`config.mk`:
```
export PLATFORM = sky130hd
export DESIGN_NAME = hub75_rx
export DESIGN_NICKNAME = d
export VERILOG_FILES = /design/src/rtl/hub75_rx.sv
export SDC_FILE = /design/constraint.sdc
export NUM_CORES = 1
export LEC_CHECK = 0
export CORE_ASPECT_RATIO = 0.9
export CORE_UTILIZATION = 55
export CTS_CLUSTER_DIAMETER = 120
export DETAILED_ROUTE_END_ITERATION = 10
export PLACE_DENSITY = 0.75
export REMOVE_ABC_BUFFERS = 1
export SLEW_MARGIN = 20
export SYNTH_ARGS = -nofsm -noshare
export SYNTH_HDL_FRONTEND = slang
export SYNTH_SLANG_ARGS = --single-unit
```
`constraint.sdc`:
```
create_clock -name sys_clk -period 6.3 [get_ports sys_clk]
set_clock_uncertainty 0.1 [all_clocks]
set_input_delay 1.26 -clock sys_clk [delete_from_list [all_inputs] [get_ports sys_clk]]
set_output_delay 1.26 -clock sys_clk [all_outputs]
set_load 0.02 [all_outputs]
```
`src/rtl/hub75_rx.sv`:
```
// HUB75 receiver: synchronises panel-driver pins and rebuilds tagged column words.
// Define HUB75_RX_BLANK_MEAS_EN to add the on_cycles blank-off measurement output.
module hub75_rx #(
    parameter int unsigned COLS       = 64,
    parameter int unsigned ROWS       = 32,
    parameter int unsigned BITS       = 8,
    parameter int unsigned FIFO_DEPTH = 4
) (
    input  logic        sys_clk,
    input  logic        rst,
    input  logic [11:0] rgb_in,
    input  logic        clk_in,
    input  logic        lat_in,
    input  logic        row_clk_in,
    input  logic        row_data_in,
    input  logic        blank_in,
    output logic        col_valid,
    input  logic        col_ready,
    output logic [11:0] col_data,
    output logic [7:0]  col_idx,
    output logic [7:0]  col_row,
    output logic [2:0]  col_bit,
    output logic        line_done,
    output logic [7:0]  line_count,
    output logic        err_len,
    output logic        err_ovf
`ifdef HUB75_RX_BLANK_MEAS_EN
    ,
    output logic [15:0] on_cycles
`endif
);

    localparam int unsigned AW = $clog2(FIFO_DEPTH);
    localparam int unsigned WW = 31;

    typedef enum logic [0:0] {StIdle, StRun} state_e;

    state_e state;

    // Bit map: [11:0] rgb, [12] clk, [13] lat, [14] row_clk, [15] row_data, [16] blank
    logic [16:0] sync1, sync2;
    logic [15:0] sync3;
    logic        clk_ev, lat_ev, row_ev;

    always_ff @(posedge sys_clk) begin
        if (!rst) begin
            sync1  <= '0;
            sync2  <= '0;
            sync3  <= '0;
            clk_ev <= 1'b0;
            lat_ev <= 1'b0;
            row_ev <= 1'b0;
        end else begin
            sync1  <= {blank_in, row_data_in, row_clk_in, lat_in, clk_in, rgb_in};
            sync2  <= sync1;
            sync3  <= sync2[15:0];
            clk_ev <= sync2[12] & ~sync3[12];
            lat_ev <= sync2[13] & ~sync3[13];
            row_ev <= sync2[14] & ~sync3[14];
        end
    end

    logic [WW-1:0] mem [FIFO_DEPTH];
    logic [AW:0]   wr_ptr, rd_ptr;
    logic [WW-1:0] head;
    logic          fifo_full, pop, push_req, push;
    logic [7:0]    col_cnt, row, line_cols, row_next;
    logic [2:0]    bit_plane, bit_next;

    // Event pulses are one cycle late, so sync3 holds the data sampled with the edge.
    always_comb begin
        fifo_full = (wr_ptr[AW-1:0] == rd_ptr[AW-1:0]) && (wr_ptr[AW] != rd_ptr[AW]);
        col_valid = (wr_ptr != rd_ptr);
        head      = mem[rd_ptr[AW-1:0]];
        pop       = col_valid & col_ready;
        push_req  = (state == StRun) & clk_ev;
        push      = push_req & (~fifo_full | pop);
        line_cols = (push_req && col_cnt != 8'hFF) ? col_cnt + 8'd1 : col_cnt;
        if (sync3[15] || row == 8'(ROWS - 1)) begin
            row_next = 8'd0;
        end else begin
            row_next = row + 8'd1;
        end
        bit_next = (bit_plane == 3'(BITS - 1)) ? 3'd0 : bit_plane + 3'd1;
    end

    assign {col_data, col_idx, col_row, col_bit} = head;

    always_ff @(posedge sys_clk) begin
        if (!rst) begin
            state      <= StIdle;
            wr_ptr     <= '0;
            rd_ptr     <= '0;
            col_cnt    <= 8'd0;
            row        <= 8'd0;
            bit_plane  <= 3'd0;
            line_done  <= 1'b0;
            line_count <= 8'd0;
            err_len    <= 1'b0;
            err_ovf    <= 1'b0;
            for (int unsigned i = 0; i < FIFO_DEPTH; i++) begin
                mem[i] <= '0;
            end
        end else begin
            line_done <= 1'b0;
            if (pop) begin
                rd_ptr <= rd_ptr + 1'b1;
            end
            if (push) begin
                mem[wr_ptr[AW-1:0]] <= {sync3[11:0], col_cnt, row, bit_plane};
                wr_ptr              <= wr_ptr + 1'b1;
            end
            if (push_req && !push) begin
                err_ovf <= 1'b1;
            end
            case (state)
                StIdle: begin
                    if (row_ev && sync3[15]) begin
                        state     <= StRun;
                        row       <= 8'd0;
                        bit_plane <= 3'd0;
                        col_cnt   <= 8'd0;
                    end
                end
                StRun: begin
                    if (clk_ev && col_cnt != 8'hFF) begin
                        col_cnt <= col_cnt + 8'd1;
                    end
                    if (lat_ev) begin
                        line_count <= line_cols;
                        line_done  <= 1'b1;
                        col_cnt    <= 8'd0;
                        bit_plane  <= bit_next;
                        if (line_cols != 8'(COLS)) begin
                            err_len <= 1'b1;
                        end
                    end
                    // A row step restarts the plane sequence even if a latch coincides.
                    if (row_ev) begin
                        row       <= row_next;
                        bit_plane <= 3'd0;
                    end
                end
                default: state <= StIdle;
            endcase
        end
    end

`ifdef HUB75_RX_BLANK_MEAS_EN
    logic [15:0] blank_cnt;

    always_ff @(posedge sys_clk) begin
        if (!rst) begin
            blank_cnt <= 16'd0;
            on_cycles <= 16'd0;
        end else if (state == StRun && lat_ev) begin
            on_cycles <= blank_cnt;
            blank_cnt <= sync2[16] ? 16'd0 : 16'd1;
        end else if (!sync2[16] && blank_cnt != 16'hFFFF) begin
            blank_cnt <= blank_cnt + 16'd1;
        end
    end
`else
    logic unused_blank;
    assign unused_blank = sync2[16];
`endif

endmodule

```
# Word-level counts from Yosys, hierarchy flattened
# Memory sizes are Yosys's and may differ from the RTL's. A register that Yosys moved wholly into a read port is not among the register bits.
# Index checks and enable logic that the tools add are counted.
# classes
add_sub_neg	5
n_eq_ne	11
muxes	25
bitwise	12
n_reduce_logical	14
# ops
cell	count
2-to-1 mux 8 bit	6
one-hot mux 8 bit (2 select lines)	2
2-to-1 mux 31 bit	1
OR reduction 31 bit	1
adder 8 x 1 -> 8 bit, second input constant	2
2-to-1 mux 3 bit	4
AND reduction 2 bit	5
adder 3 x 1 -> 3 bit, second input constant	3
equality test 8 x 5 -> 1 bit, second input constant	1
2-to-1 mux 1 bit	8
inequality test 8 x 7 -> 1 bit, second input constant	1
inequality test 8 bit, second input constant	1
AND 1 bit	6
2-to-1 mux 2 bit	3
inequality test 3 x 1 -> 1 bit, second input constant	2
one-hot mux 3 bit (2 select lines)	1
logical AND 1 bit	5
inverter 1 bit	5
equality test 3 bit, second input constant	1
inequality test 3 bit	1
AND reduction 3 bit	1
equality test 2 bit	1
inequality test 2 x 1 -> 1 bit, second input constant	1
inequality test 2 bit, second input constant	1
other kinds (4)	4
# totals
register_bits	88
ram_bits	124
input_bits	20
memories	1
# memory_table
memory	depth	word_bits	read_ports	rd_ports_with_merged_regs	wr	line	rtl
mem	4	31	1	1	4	63	logic [WW-1:0] mem [FIFO_DEPTH];

# Longest topological paths before layout
# depth
ltp_word	10
mapped_depth	7
depth_no_buf	6

# Worst setup path before layout
# OpenSTA, ideal clock, no wires.
# synth_timing
kind	in2reg
start	in col_ready
end	mem mem[2][0], enable pin
t_arrival_ns	2.808
slack_ns	3.000
path_stages	5
path_buffers	0
cell_sequence	inv_1 a41oi_4 nand2_4 nor3b_4 nand2b_1
# synth_rtl
element	line	rtl
from (decl)	18	input logic col_ready,
to (decl)	63	

==> results by group <==
Synth
  • Top cells by area, synth: edfxtp_1, dfxtp_1, and2_1, mux4_2, and3_1
  • Cell taking the most area after synthesis: edfxtp_1
  • Top cell type's share of synthesized area: 42.84%
  • Yosys reg bits: 214
  • Post-synth ARST share: 0%
  • Post-synth EDFFs: 124
  • Syn Inst Count: 651
  • Sequential share of the synthesized area: 63.58%
  • Post-synth cell types: 50
  • YS warnings: 0
  • Synthesized cell area: 0.008691 mm^2
  • Syn Area/Cell: 13.35 um^2
  • Synth Flop Type: edfxtp_1

Cells and area
  • Layout cells sized above 1: 12.21%
  • Area Growth Syn to Fin: 17.41%
  • Commonest non-fill, non-tap cell in the layout: and2_1
  • Most frequent cells in the layout: and2_1, edfxtp_1, dfxtp_1, clkdlybuf4s50_1, nor2_1
  • Final Util: 66.08%
  • Final net count: 731
  • Ant diodes: 0

Power
  • Pwr dens: 291.1 mW/mm^2
  • Peak supply drop: 0.1998 mV
  • Standby leakage power: 3.775 nW

Worst hold path
  • Type of the worst min-delay path: flip-flop to flip-flop

Place
  • Post-DP HPWL: 9.706 mm
  • IO Port Bufs: 61
  • GPL Wtd Cong: 0.8595

GRT
  • Remaining Overflow, GRT: 0
  • Gr usage total: 22.04%
  • Global-route wire length before repair: 27.51 mm
  • Vias in the first global route: 5,268
  • Largest net degree at the start of global routing: 81
  • Antenna violations before repair: 0

Timing
  • RSZ-0062 raised after global routing: no
  • Total negative slack: 0 ns
  • Min Tclk post-route: 4.006 ns
  • Final setup fails: 0
  • Max Freq: 0.2496 GHz
  • Fin crit share: 63.59%
  • Worst Tran Pin Value: 1.006 ns
  • Final hold viol count: 0
  • Slew Viols, Final: 0
  • Slew HR: 32.78%

Setup path
  • Cell mode on critical path: buf_4
  • CP startpoint kind: input pin
  • Arrival time worst endpoint: 4.07 ns
  • Critical Path RT: 6.36 ns
  • Crit-path cells: clkdlybuf4s50_1 -> inv_1 -> a41oi_4 -> buf_4 -> nand2_4 -> nor3b_2 -> nand2b_1 -> buf_4
  • CP max stage delay: 0.62 ns
  • CP Class: input pin to flip-flop
  • Crit. End Element: flip-flop
  • Critical path's slowest cell: nand2b_1
  • Max FO, Critical Path: 20

Detailed routing
  • Drt initial violations: 412
  • DR vias: 5,167
  • Routed wire per std cell: 18.06 um
  • Vias/cell: 5.598
  • Drt total wl: 16.67 mm
  • Final ANT Viol Nets: 0
  • Number of remaining DRC errors: 0
  • Number of iterations in the first detailed-routing pass: 5

CTS
  • Worst-skew pair later-pin latency: 0.49 ns
  • Worst-case clock buffer depth: 3
  • Hold buffer count at CTS: 0
  • CTS Sinks: 214
  • Root Buffer: clkbuf_16
  • TritonCTS clock tree: yes
  • PostCTS Resize Cnt: 0
  • Max H-tree Level: 1
  • Setup Buffers After CTS: 0
  • TritonCTS buffer count: 22
  • Clk slew on worst S/H paths: 0.06 ns

Floorplan
  • Chip width: 134.5 um
  • Cell Rows: 43
  • Overall die area: 0.01631 mm^2
  • Io pins: 63
  • Core area: 0.01544 mm^2
  • Initial Utilization: 56.28%
  • Chip Height: 121.3 um

Job
  • Max Cap Viol: 0

Outcome
  • Status: completed
[logic make-up after synthesis]
logic type / Yosys count / share of synthesized area (%)
AO/OA/AOI/OAI: 50 / 3.873
buffers and inverters: 46 / 2.476
multiplexers: 36 / 8.609
flip-flops: 214 / 63.58
adder cells (fa/ha/maj): 6 / 0.8638
XOR/XNOR: 18 / 1.900
AND/OR/NAND/NOR: 281 / 18.70
[area by class of cell]
cell class                 instances  area (um^2)
multi-input combinational        391         2950
timing repair buffer              72        688.2
fill                            1093         5238
sequential                       214         5527
clock inverter                     9        121.4
clock buffer                      31        649.4
inverter                           4        15.01
tap                              202        252.7
[layer usage]
metal,track usage (%),vias to the layer above,part of all wire [%]
met4,7.163,0,2.1
met5,0,-,0
li1,-,2425,-
met2,38.80,127,52
met3,3.049,32,4.0
met1,28.21,2583,42
[critical path: cells and delay by family]
family | cells | cell delay, ns
buffers and inverters | 4 | 1.42
AND/OR/NAND/NOR | 3 | 0.93
AO/OA/AOI/OAI | 1 | 0.41
[sequential cells by signal, summed over array words and instances, names as in the netlist, named ones only]
register	count
bit_plane	3
clk_ev	1
col_cnt	8
err_len	1
err_ovf	1
lat_ev	1
line_count	8
line_done	1
mem	124
rd_ptr	3
row	8
row_ev	1
state	1
sync1	16
sync2	16
sync3	16
wr_ptr	3
[synth_stat cells (all sizes together), types with 4 or more instances]
cell type  number
and2          143
edfxtp        124
dfxtp          90
nor2           35
and3           34
mux4           31
nand2          28
clkbuf         27
buf            15
a21oi          13
o21ai          11
xor2           11
nand3           8
o21a            8
xnor2           7
ha              6
nor3            6
mux2i           5
nand2b          5
nand4           5
inv             4
nor2b           4
[final timing paths]
kind | start | endpoint | slack (ns) | depth (start not counted)
worst min-delay path | sync3[14] | row_ev | 0.28 | 1
worst min register to register | sync3[14] | row_ev | 0.28 | 1
worst max-delay path | col_ready | mem[1][18] | 2.29 | 8
worst max register to register | state | mem[1][18] | 2.74 | 7
[through the flow]
| stage | setup WS, ns | power [mW] | hold WS (ns) | std cells | cell area, um^2 |
|---|---|---|---|---|---|
| floorplan | 2.318 | 1.597 | 0.2674 | 609 | 8491 |
| global placement | 1.839 | 1.645 | 0.2721 | 883 | 9433 |
| detailed placement | 1.766 | 1.651 | 0.2742 | 883 | 9433 |
| CTS | 2.237 | 2.999 | 0.2757 | 923 | 10200 |
| global route | 2.102 | 3.062 | 0.2973 | 923 | 10200 |
| finish | 2.294 | 2.970 | 0.2764 | 923 | 10200 |
[power by group]
group	leakage [nW]	switching, mW	internal (mW)	total [mW]
clock	0.387	0.510	0.842	1.35
combinational	1.39	0.0494	0.0397	0.0890
sequential	2.00	0.0128	1.52	1.53
Note: power is estimated with default switching activity, not from simulation.
